`src/rtl/dmem_store_buffer_pkg.sv`:
```
// Shared CPU package: opcode typedef, store-buffer defaults, drain FSM states.
package dmem_store_buffer_pkg;

  localparam int unsigned XLEN             = 64;
  localparam int unsigned WADDR_W          = 61;
  localparam int unsigned SB_DEPTH_DEFAULT = 4;

  typedef enum logic [2:0] {
    OP_NOP    = 3'd0,
    OP_LOAD   = 3'd1,
    OP_STORE  = 3'd2,
    OP_ALU    = 3'd3,
    OP_BRANCH = 3'd4
  } opcode_e;

  typedef enum logic {
    SB_IDLE = 1'b0,
    SB_REQ  = 1'b1
  } drain_state_e;

  typedef struct packed {
    logic [WADDR_W-1:0] waddr;
    logic [XLEN-1:0]    data;
  } sb_entry_t;

  // Doubleword word address back to a byte address with the low bits cleared.
  function automatic logic [XLEN-1:0] word_to_byte_addr(input logic [WADDR_W-1:0] w);
    return {w, 3'b000};
  endfunction

endpackage

```
`src/rtl/dmem_store_buffer_sb_match.sv`:
```
// Youngest-match search over the circular buffer, oldest (head) to youngest.
module sb_match
  import dmem_store_buffer_pkg::*;
#(
  parameter int unsigned DEPTH = SB_DEPTH_DEFAULT,
  localparam int unsigned PW = $clog2(DEPTH)
) (
  input  logic [DEPTH-1:0]              valid_i,
  input  logic [DEPTH-1:0][WADDR_W-1:0] waddr_i,
  input  logic [PW-1:0]                 head_i,
  input  logic [WADDR_W-1:0]            key_i,
  output logic                          hit_o,
  output logic [PW-1:0]                 idx_o
);

  logic [PW-1:0] slot;

  // Walk from head forward; the last hit seen is the youngest entry.
  always_comb begin
    hit_o = 1'b0;
    idx_o = '0;
    slot  = '0;
    for (int k = 0; k < DEPTH; k++) begin
      slot = head_i + PW'(k);
      if (valid_i[slot] && (waddr_i[slot] == key_i)) begin
        hit_o = 1'b1;
        idx_o = slot;
      end
    end
  end

endmodule

```
`src/rtl/dmem_store_buffer.sv`:
```
// Coalescing data-memory store buffer with load forwarding and a two-state drain FSM.
module dmem_store_buffer
  import dmem_store_buffer_pkg::*;
#(
  parameter int unsigned DEPTH = SB_DEPTH_DEFAULT
) (
  input  logic            clk,
  input  logic            rst,
  input  logic [XLEN-1:0] address,
  input  logic            write_enable,
  input  logic            read_enable,
  input  logic [XLEN-1:0] write_data,
  output logic [XLEN-1:0] read_data,
  output logic            stall,
  output logic            buf_empty,
  output logic [XLEN-1:0] mem_waddr,
  output logic [XLEN-1:0] mem_wdata,
  output logic            mem_wreq,
  input  logic            mem_wack,
  output logic [XLEN-1:0] mem_raddr,
  input  logic [XLEN-1:0] mem_rdata
);

  localparam int unsigned PW = $clog2(DEPTH);
  localparam int unsigned CW = $clog2(DEPTH + 1);

  drain_state_e state_q, state_d;
  logic [CW-1:0] count_q, count_d;
  logic [PW-1:0] head_q, head_d;
  logic [PW-1:0] tail_q, tail_d;
  sb_entry_t     entry_q [DEPTH];

  logic [WADDR_W-1:0]            word_addr_c;
  logic [DEPTH-1:0][WADDR_W-1:0] entry_waddr_c;
  logic [DEPTH-1:0]              valid_c;
  logic [DEPTH-1:0]              coal_valid_c;
  logic [PW-1:0]                 offset_c;
  logic                          fwd_hit_c, coal_hit_c;
  logic [PW-1:0]                 fwd_idx_c, coal_idx_c;
  logic                          full_c, store_c, push_c, coal_c, pop_c;
  logic                          unused_addr_lsb;

  assign word_addr_c     = address[XLEN-1:3];
  assign unused_addr_lsb = ^address[2:0];

  // Occupancy mask from head/count; the in-flight head is hidden from coalescing.
  always_comb begin
    valid_c       = '0;
    coal_valid_c  = '0;
    entry_waddr_c = '0;
    offset_c      = '0;
    for (int i = 0; i < DEPTH; i++) begin
      offset_c         = PW'(i) - head_q;
      valid_c[i]       = (CW'(offset_c) < count_q);
      coal_valid_c[i]  = valid_c[i] && !((state_q == SB_REQ) && (PW'(i) == head_q));
      entry_waddr_c[i] = entry_q[i].waddr;
    end
  end

  sb_match #(.DEPTH(DEPTH)) u_fwd_match (
    .valid_i (valid_c),
    .waddr_i (entry_waddr_c),
    .head_i  (head_q),
    .key_i   (word_addr_c),
    .hit_o   (fwd_hit_c),
    .idx_o   (fwd_idx_c)
  );

  sb_match #(.DEPTH(DEPTH)) u_coal_match (
    .valid_i (coal_valid_c),
    .waddr_i (entry_waddr_c),
    .head_i  (head_q),
    .key_i   (word_addr_c),
    .hit_o   (coal_hit_c),
    .idx_o   (coal_idx_c)
  );

  // Store acceptance, coalesce/enqueue choice, pop and pointer/count updates.
  always_comb begin
    full_c  = (count_q == CW'(DEPTH));
    store_c = write_enable && !full_c;
    coal_c  = store_c && coal_hit_c;
    push_c  = store_c && !coal_hit_c;
    pop_c   = (state_q == SB_REQ) && mem_wack;
    count_d = count_q;
    head_d  = head_q;
    tail_d  = tail_q;
    if (push_c && !pop_c) begin
      count_d = count_q + CW'(1);
    end else if (pop_c && !push_c) begin
      count_d = count_q - CW'(1);
    end
    if (push_c) begin
      tail_d = tail_q + PW'(1);
    end
    if (pop_c) begin
      head_d = head_q + PW'(1);
    end
  end

  // Drain FSM next state: start on a non-empty buffer, stop once the last entry pops.
  always_comb begin
    state_d = state_q;
    unique case (state_q)
      SB_IDLE: begin
        if (count_q != '0) begin
          state_d = SB_REQ;
        end
      end
      SB_REQ: begin
        if (pop_c && (count_d == '0)) begin
          state_d = SB_IDLE;
        end
      end
      default: state_d = SB_IDLE;
    endcase
  end

  // Control state; reset abandons any in-flight drain.
  always_ff @(posedge clk or posedge rst) begin
    if (rst) begin
      state_q <= SB_IDLE;
      count_q <= '0;
      head_q  <= '0;
      tail_q  <= '0;
    end else begin
      state_q <= state_d;
      count_q <= count_d;
      head_q  <= head_d;
      tail_q  <= tail_d;
    end
  end

  // Entry storage; contents are qualified by the occupancy mask, so no reset is needed.
  always_ff @(posedge clk) begin
    if (push_c) begin
      entry_q[tail_q] <= '{waddr: word_addr_c, data: write_data};
    end else if (coal_c) begin
      entry_q[coal_idx_c].data <= write_data;
    end
  end

  // Outputs decoded from registered state and the addressed entries.
  always_comb begin
    stall     = write_enable && full_c;
    buf_empty = (count_q == '0) && (state_q == SB_IDLE);
    mem_wreq  = (state_q == SB_REQ);
    mem_waddr = '0;
    mem_wdata = '0;
    if (mem_wreq) begin
      mem_waddr = word_to_byte_addr(entry_q[head_q].waddr);
      mem_wdata = entry_q[head_q].data;
    end
    mem_raddr = word_to_byte_addr(word_addr_c);
    read_data = '0;
    if (read_enable) begin
      read_data = fwd_hit_c ? entry_q[fwd_idx_c].data : mem_rdata;
    end
  end

endmodule

```
`config.mk`:
```
export PLATFORM = sky130hd
export DESIGN_NAME = dmem_store_buffer
export DESIGN_NICKNAME = d
export VERILOG_FILES = /design/src/rtl/dmem_store_buffer_pkg.sv /design/src/rtl/dmem_store_buffer_sb_match.sv /design/src/rtl/dmem_store_buffer.sv
export SDC_FILE = /design/constraint.sdc
export NUM_CORES = 1
export LEC_CHECK = 0
export ABC_AREA = 0
export BUFFER_PORTS_ARGS = -buffer_cell sky130_fd_sc_hd__clkbuf_2
export CAP_MARGIN = 20
export CORE_ASPECT_RATIO = 1.25
export CORE_MARGIN = 1
export CORE_UTILIZATION = 45
export CTS_CLUSTER_DIAMETER = 40
export DETAILED_ROUTE_END_ITERATION = 6
export GPL_TIMING_DRIVEN = 0
export PLACE_DENSITY = 0.74
export SETUP_SLACK_MARGIN = 0.05
export SLEW_MARGIN = 20
export SYNTH_ARGS = -nofsm -noshare
export SYNTH_HDL_FRONTEND = slang
export SYNTH_SLANG_ARGS = --single-unit
```
`constraint.sdc`:
```
create_clock -name clk -period 11.7 [get_ports clk]
set_clock_uncertainty 0.05 [all_clocks]
set_input_delay 3.51 -clock clk [delete_from_list [all_inputs] [get_ports clk]]
set_output_delay 3.51 -clock clk [all_outputs]
set_load 0.005 [all_outputs]
```
Yosys cells after proc, flatten, opt, wreduce, memory -nomap -nowiden --
Memories as Yosys holds them, arrays and structs flattened. Cells that the tools add are included.
Storage, ports and cells: register bits after elaboration 8, bits in latches 0, memory bits (writable) 500, memory bits (read-only) 0, input port bits 197, output and inout bits 259, word-level logic and storage cells 127, memories kept 1
Cells by class: $add $sub $neg 10, $mul 0, divide/modulo/power cells 0, $lt $le $gt $ge 8, eq/ne operators 8, shift-type cells 0, multiplexer cells 57, bitwise logic cells 1, reductions and logical operators 38
Memory list:
- entry_q | words 4, width 125, rd ports 6, clocked after memory_dff 0, write ports 1, RTL line dmem_store_buffer.sv:31 | sb_entry_t entry_q [DEPTH];
Operators by type and width (number):
- $bmux 61 s2 | 4
- $mux 64 | 4
- $eq 61x61->1 | 4
- $mux 61 | 4
- $mux 125 | 1
- $reduce_or 125->1 | 1
- $logic_and 1x1->1 | 25
- $mux 1 | 23
- $mux 2 | 10
- $bmux 1 s2 | 8
- $lt 2x3->1 | 4
- $lt 2x3->1 const B | 4
- $logic_not 1->1 | 8
- $logic_not 3->1 | 2
- $mux 3 | 2
- $add 2x1->2 const B | 2
- $add 2x2->2 const B | 2
- $eq 2x2->1 const A | 2
- $sub 1x2->2 const A | 2
- $sub 2x2->2 const A | 2
- $add 3x1->3 const B | 1
- $eq 3x3->1 const B | 1
- $reduce_bool 3->1 | 1
- $sub 3x1->3 const B | 1
- 4 further kinds | 4

Logic depth before layout (Yosys ltp) --
Gate-level depths: netlist (run 1).
depth after elaboration 21, gate-level depth with buffers 30, depth with buffers taken out 14

Modules after synthesis --
From an unflattened synthesis (run 1), not the netlist that was laid out.
Second synthesis, totals: cells, all modules 3364, area total of the unflattened synthesis 41214.5 µm²
Modules (own cells, without submodules):
- dmem_store_buffer | instances 1, cells an instance 1174, area each 22791.9 µm², sequential area each 15214.6 µm²
- sb_match | instances 2, cells an instance 1095, area each 9211.3 µm², sequential area each 0.0 µm²

Worst setup path before layout (run 1) --
No wires, ideal clock.
path kind input -> register, start point in address[60], end point mem entry_q[1][0] (netlist bit), enable pin, setup time 0.565 ns, arrival time 10.047 ns, required time 11.085 ns, slack 1.038 ns, stages 10, path buffers 1, path through buf_1 > xnor2_1 > nand4_1 > nor4_1 > nand2_1 > nor4b_1 > o32a_2 > or4b_1 > a31o_1 > nor3_1
On the way: word-level cells in the longest chain between the ends 12, elaborated cells between the ends (all ways) 27, classes of those cells eq/ne: 4; mux: 15; reduce/logical: 8
Ends and longest elaborated chain:
- start: declaration | RTL line dmem_store_buffer.sv:9 | input logic [XLEN-1:0] address,
- $eq 61x61->1 | RTL line dmem_store_buffer_sb_match.sv:25 | if (valid_i[slot] && (waddr_i[slot] == key_i)) begin
- $logic_and 1x1->1 | RTL line dmem_store_buffer_sb_match.sv:25
- $mux 1 (4 in series) | RTL line dmem_store_buffer_sb_match.sv:25
- $logic_and 1x1->1 / $logic_not 1->1 (equally long branches) | RTL line dmem_store_buffer.sv:82, dmem_store_buffer.sv:83
- $mux 1 / $logic_and 1x1->1 (equally long branches) | RTL line dmem_store_buffer.sv:138, dmem_store_buffer.sv:83
- $mux 1 | RTL line dmem_store_buffer.sv:136 | if (push_c) begin
- $mux 1 (not written as such) | RTL line dmem_store_buffer.sv:139 | entry_q[coal_idx_c].data <= write_data;
- $reduce_or 125->1 (no line)
- $mux 2 (no line)
- end: declaration | RTL line dmem_store_buffer.sv:31
Parallel ways exist; a longest one is shown, timed or not.

Worst setup path in the final report (run 1) --
start point in address[58], end point out read_data[7]
On the way: word-level cells in the longest chain between the ends 9, elaborated cells between the ends (all ways) 19, classes of those cells eq/ne: 4; mux: 10; reduce/logical: 4; memory: 1
Ends and longest elaborated chain:
- $eq 61x61->1 | RTL line dmem_store_buffer_sb_match.sv:25
- $logic_and 1x1->1 | RTL line dmem_store_buffer_sb_match.sv:25
- $mux 2 (4 in series) | RTL line dmem_store_buffer_sb_match.sv:25
- $mem_v2 4x125
- $mux 64 * | RTL line dmem_store_buffer.sv:157 | read_data = fwd_hit_c ? entry_q[fwd_idx_c].data : mem_rdata;
- $mux 64 * | RTL line dmem_store_buffer.sv:156 | if (read_enable) begin
- end: declaration | RTL line dmem_store_buffer.sv:13 | output logic [XLEN-1:0] read_data,
Every way passes the cells marked *; elsewhere a longest branch is shown, timed or not.

==> flow_metrics.tcl, run 1 <==
set metrics [dict create \
    grt_first_pass_wirelength_um 188000 \
    required_ns 8.14 \
    fmax_mhz 84.8 \
    grt-busiest-layer "met2" \
    cp_cell_sequence "clkbuf_2 -> clkbuf_1 -> xnor2_1 -> nand4_1 -> nor4_1 -> and2_1 -> nand3_1 -> nand2_1 -> clkbuf_1 -> o22a_1 -> o21ai_0 -> o211ai_1 -> clkbuf_2" \
    clkSinkCount 508 \
    dp_hpwl_um 98900 \
    wl_per_cell_um 28.9 \
    antenna_left 0 \
    synth_top_area_share_pct 42.3 \
    grt_max_degree 22 \
    relSlewSlack_pct 15.5 \
    p_leak_uw 0.0148 \
    overflow 0 \
    r2r_cells 31 \
    synthTopCellsByArea "edfxtp_1 42%, mux4_2 19%, mux2i_1 6.5%, xnor2_1 5.8%, and2_1 2.2%" \
    antenna_found_initial 7 \
    critical_path_class "primary input to primary output" \
    drc 0 \
    reg2reg_slack_ns 3.14 \
    p_per_area_nw_per_um2 286 \
    setup_viol 3 \
    first_iter_violations 4198 \
    synthFlopType "edfxtp_1" \
    ir_worst_vdd_mv 0.188 \
    period_minus_slack_ns 11.79 \
    clk_pin_slew_worst_paths_ns 0.05 \
    synth.most_common_cell "edfxtp_1" \
    switching_share_pct 43.5 \
    core_um2 77700 \
    power_frac_comb_pct 59.3 \
    synth-seq-cells 508 \
    synth_area_um2 35500 \
    endpoint_kind "primary output" \
    vias 29300 \
    layout-drive-gt1-share_pct 33.8 \
    finalInstanceArea_um2 42800 \
    port_buffers 446 \
    synth_async_sr_flop_share_pct 1.57 \
    p_switching_uw 5340 \
    p_total_uw 12300 \
    synth_common_cells "500 x edfxtp_1, 294 x mux4_2, 235 x xnor2_1, 230 x mux2i_1, 210 x nor2_1" \
    dieArea_um2 80000 \
    setup_slack_ns -0.0913 \
    routed_via_density 6.42 \
    cts_max_path_buffers 3 \
    cts_tree "yes" \
    synth_top_cell_by_area "edfxtp_1" \
    yosysWarnings 0 \
    internal-power_uw 6920 \
    r2r-start "head_q[0]" \
    root_buffer "clkbuf_16" \
    grtUsageMet1_pct 37.2 \
    violations "negative setup slack" \
    tightest_slew_ns 1.27 \
    period_share_pct 101 \
    synth_cell_types 69 \
    avgSynthCellArea_um2 12.4 \
    place.gp.congestion 1.01 \
    yosysSeqAreaShare_pct 42.9 \
    wl_um 132000 \
    grt_util_met3_pct 8.16 \
    worstReg2RegEnd "entry_q[1][27]" \
    slowest_stage "xnor2_1" \
    final_max_slew_viol_count 0 \
    grtUsageMet2_pct 53.1 \
    startpoint "address[58]" \
    start_util_pct 45.6 \
    dr.pass1.iters 6 \
    rsz0062_at_grt "no" \
    post_dp_cell_area_um2 39700 \
    slowest_delay_ns 0.74 \
    grt_pass1_vias 28200 \
    hold_viol 0 \
    maxCapViolations 0 \
    outcome "finished, violations left" \
    cts_buffers 74 \
    area_growth_syn_to_layout_pct 20.8 \
    pwr-share-seq_pct 22.5 \
    start_kind "primary input" \
    synth_edf_count 500 \
    io_pins 456 \
    die_h_um 316 \
    die_w_um 253 \
    pwr-share-clk_pct 18.1 \
    clock_latency_ns 0.64 \
    postCtsHoldBufs 0 \
    final_net_count 3664 \
    rows 114 \
    arrival_ns 8.23 \
    htreeDepth 3 \
    netlist_instances 2852 \
    grt_usage_pct 32.5 \
    cp_max_fo 10 \
    whs_path_depth 1 \
    worstSetupEndpoint "read_data[7]" \
    hp-class "flip-flop to flip-flop" \
]
[how the worst min path moves through the flow]
stage	from	end	slack [ns]
2_1_floorplan	tail_q[1]	tail_q[1]	0.42
3_3_place_gp	tail_q[1]	tail_q[1]	0.43
3_5_place_dp	tail_q[1]	tail_q[1]	0.51
4_1_cts	tail_q[1]	tail_q[1]	0.52
5_1_grt	tail_q[1]	tail_q[1]	0.53
6_report	tail_q[1]	tail_q[1]	0.52
[sequential cells by signal (all words and copies together) (netlist names)]
name and cells:
mem_wreq 1, tail_q 2, entry_q 500, head_q 2, count_q 3
[cells in the final DEF, fill, tap and decap left out, drive strengths merged, types with 7 or more instances in the layout]
master	n
nand4	61
a211oi	7
o211ai	66
and2	128
nor3	79
nand3	74
nand2b	69
o22a	63
clkinv	29
nor4	17
nand2	82
edfxtp	500
xor2	28
xnor2	235
inv	28
clkbuf	693
a21oi	7
nor2	211
mux2i	230
buf	257
o21ai	138
or3	66
mux4	294
dfrtp	8
ha	11
a2111o	63
diode	9
[area by class of cell]
cell class / instances / area (um2)
diodes: 9 / 22.5
plain buffers: 351 / 2000
clock buffers: 77 / 1880
clock inverters: 55 / 576
fillers: 6438 / 34900
inverters: 13 / 52.6
multi-input cells: 1986 / 18800
flip-flops and latches: 508 / 15200
well taps: 1044 / 1310
repair buffers: 522 / 3010
[timing repair]
item	in CTS	in global routing
cloned	2	0
setup buffers	12	3
hold endpoints to repair	0	0
setup endpoints to repair	64	64
pin swaps	11	10
gates resized for setup	88	44
[critical path, delay by kind of cell]
kind | cells | cell delay [ns]
buf+inv | 4 | 1.06
compound gates | 3 | 0.77
simple gates | 5 | 2.13
xor+xnor | 1 | 0.74
[stage by stage]
step	util (%)	hold slack [ns]	setup WS (ns)	instances	TNS, ns
global placement	50.2	0.434	-5.79	4347	-2387.81
floorplan	-	0.418	1.04	2857	0
detailed placement	51.1	0.511	-1.70	4407	-96.53
global route	55.1	0.534	0.0909	4556	0
CTS	54.8	0.520	0.0793	4552	0
finish	55.1	0.519	-0.0913	4565	-0.116
[routing by layer]
metal / vias to the layer above / part of all wire [%]
met2: 2284 / 47
met4: 8 / 8.1
li1: 12200 / -
met1: 14300 / 33
met5: - / 0.041
met3: 479 / 12
[power by group through the flow]
stage | Combinational, uW | Sequential, uW | Clock (uW)
after global placement | 6670 | 2880 | 0
after CTS | 7050 | 2750 | 2240
after detailed placement | 6870 | 2780 | 0
after floorplan | 4450 | 2740 | 0
after global routing | 7540 | 2800 | 2300
final | 7270 | 2760 | 2220
[kinds of logic after synthesis]
group                    count (synthesis)  share of synthesized area [%]
AND/OR/NAND/NOR                        803                           11.7
multiplexers                           527                           25.3
flip-flops                             508                           42.9
AO/OA/AOI/OAI                          373                           7.98
buffers and inverters                  365                           5.31
XOR/XNOR                               263                           6.49
adder cells (fa/ha/maj)                 12                          0.416
other                                    1                         0.0106
No activity file was read; power rests on OpenSTA's default activity.
==> run 2, diff against run 1 <==
- PLACE_DENSITY: 0.74 -> 0.72
- SKIP_LAST_GASP: default -> 1
==> flow_metrics.tcl, run 2 (synthesis gave the netlist of run 1 again) <==
set metrics [dict create \
    dp.cells 4408 \
    wl_um 132000 \
    start_util_pct 45.6 \
    largest_register_ffs 500 \
    root_buffer "clkbuf_16" \
    switching_share_pct 43.1 \
    power_frac_comb_pct 59.2 \
    p_per_area_nw_per_um2 287 \
    cts_tree "yes" \
    clkSinkCount 508 \
    reg2reg_slack_ns 3.19 \
    port_buffers 446 \
    grt_pass1_vias 28000 \
    violations "design-rule violations" \
    relSlewSlack_pct 19.7 \
    start_kind "flip-flop" \
    die_h_um 316 \
    grt_usage_pct 32.6 \
    worstHoldStart "tail_q[1]" \
    final_max_slew_viol_count 0 \
    fin_cells 4557 \
    cts_max_path_buffers 3 \
    final_common_cell "edfxtp_1" \
    wl_met3_um 16700 \
    m1WireLength_um 42700 \
    antenna_found_initial 17 \
    wl_met2_um 61800 \
    cts_buffers 69 \
    hold_viol 0 \
    final_cell_mix "500 x edfxtp_1, 466 x clkbuf_2, 294 x mux4_2, 230 x mux2i_1, 223 x xnor2_1" \
    place.gp.congestion 1.04 \
    pwr-share-seq_pct 22.6 \
    area_growth_syn_to_layout_pct 20.3 \
    die_w_um 253 \
    critical_path_class "flip-flop to primary output" \
    wl_per_cell_um 28.9 \
    overflow 0 \
    r2r-start "head_q[0]" \
    regMostFlops "entry_q" \
    maxCapViolations 0 \
    clk_pin_slew_worst_paths_ns 0.06 \
    ir_worst_vdd_mv 0.196 \
    required_ns 8.14 \
    biggestRegsByFlops "entry_q: 500 flops, count_q: 3 flops" \
    final_net_count 3656 \
    antenna_left 0 \
    endpoint_kind "primary output" \
    postCtsHoldBufs 0 \
    vias 29200 \
    layout-drive-gt1-share_pct 33.2 \
    r2r_cells 29 \
    fmax_mhz 85.8 \
    hp-class "flip-flop to flip-flop" \
    worstReg2RegEnd "entry_q[3][26]" \
    dr.pass1.iters 7 \
    post_dp_cell_area_um2 39700 \
    setup_viol 0 \
    tns_ns 0 \
    grt_first_pass_wirelength_um 188000 \
    finalInstanceArea_um2 42700 \
    drc 8 \
    routed_via_density 6.40 \
    whs_endpoint "tail_q[1]" \
    top_layer_used "met5" \
    grt_max_degree 22 \
    p_switching_uw 5280 \
    period_minus_slack_ns 11.66 \
    clock_latency_ns 0.65 \
    cp_max_fo 11 \
    pwr-share-clk_pct 18.3 \
    htreeDepth 3 \
    dp_hpwl_um 98100 \
    core_um2 77700 \
    io_pins 456 \
    internal-power_uw 6970 \
    dieArea_um2 80000 \
    outcome "finished, violations left" \
    first_iter_violations 3994 \
    period_share_pct 99.6 \
    arrival_ns 8.10 \
    whs_path_depth 1 \
    rows 114 \
    tightest_slew_ns 1.20 \
    p_leak_uw 0.0147 \
]
[run 2: changes by cell type in the layout (fill, tap and decap cells not counted), sizes merged, moves of 2 or more]
cell / delta
diode: +4
clkinv: -8
buf: -6
bufinv: +7
inv: -5
clkbuf: +2
[run 2: worst max-delay path by stage]
stage           startpoint        endpoint  slack (ns)  cells after the start
6_report         head_q[0]    read_data[8]        0.04                     26
2_1_floorplan  address[60]   entry_q[1][0]        1.04                     10
5_1_grt          head_q[0]   read_data[22]       -0.01                     26
4_1_cts          head_q[0]   read_data[23]      -0.001                     25
3_5_place_dp     head_q[0]    read_data[8]       -2.08                     28
3_3_place_gp     head_q[0]  entry_q[1][27]       -6.15                     25
[run 2: per-layer routing]
metal | track usage (%) | vias to the layer above
met5 | 0 | -
met4 | 23.4 | 16
met3 | 9.72 | 503
met2 | 52.6 | 2238
met1 | 36.8 | 14200
li1 | - | 12200
[run 2: critical path: stages, from the launching register on]
cell and delay, ns:
dfrtp_1 0.38, buf_2 0.21, buf_6 0.19, buf_6 0.23, buf_6 0.21, buf_4 0.21
clkinvlp_4 0.19, clkbuf_4 0.27, clkbuf_4 0.27, clkbuf_4 0.27, ha_1 0.39, clkbuf_2 0.18
buf_8 0.20, buf_6 0.24, mux4_2 0.53, xnor2_1 0.32, nand4_1 0.38, nor4_2 0.39
nand4_1 0.13, buf_4 0.21, nor3_1 0.29, or4_2 0.27, o2111ai_4 0.28, buf_2 0.32
a2111o_1 0.39, o211ai_1 0.24, clkbuf_2 0.21
[run 2: what timing repair did]
item / in CTS / in global routing
setup buffers: 8 / 6
pin swaps: 5 / 15
gates cloned: 0 / 0
endpoints found under the setup margin: 64 / 64
resized for setup: 60 / 56
[run 2: area by class of cell]
class	count	area [um2]
Fill cell	6463	35100
Multi-Input combinational cell	1984	18700
Sequential cell	508	15200
Timing Repair Buffer	521	2980
Buffer	351	2000
Clock buffer	74	1770
Tap cell	1044	1310
Clock inverter	49	648
Inverter	13	52.6
Antenna cell	13	32.5
[run 2: stage by stage]
stage | total power (uW) | worst slack (ns) | hold WS [ns] | util [%]
final | 12200 | 0.0443 | 0.529 | 54.9
after global routing | 12600 | -0.00964 | 0.556 | 54.9
after CTS | 12000 | -0.00128 | 0.529 | 54.5
after floorplan | 7190 | 1.04 | 0.418 | -
after global placement | 9540 | -6.15 | 0.435 | 50.2
after detailed placement | 9640 | -2.08 | 0.515 | 51.1
[run 2: power groups by stage]
stage	sequential, uW	clock, uW	combinational, uW
floorplan	2740	0	4450
global placement	2880	0	6650
detailed placement	2780	0	6870
CTS	2750	2250	6990
global route	2800	2310	7540
finish	2760	2240	7240
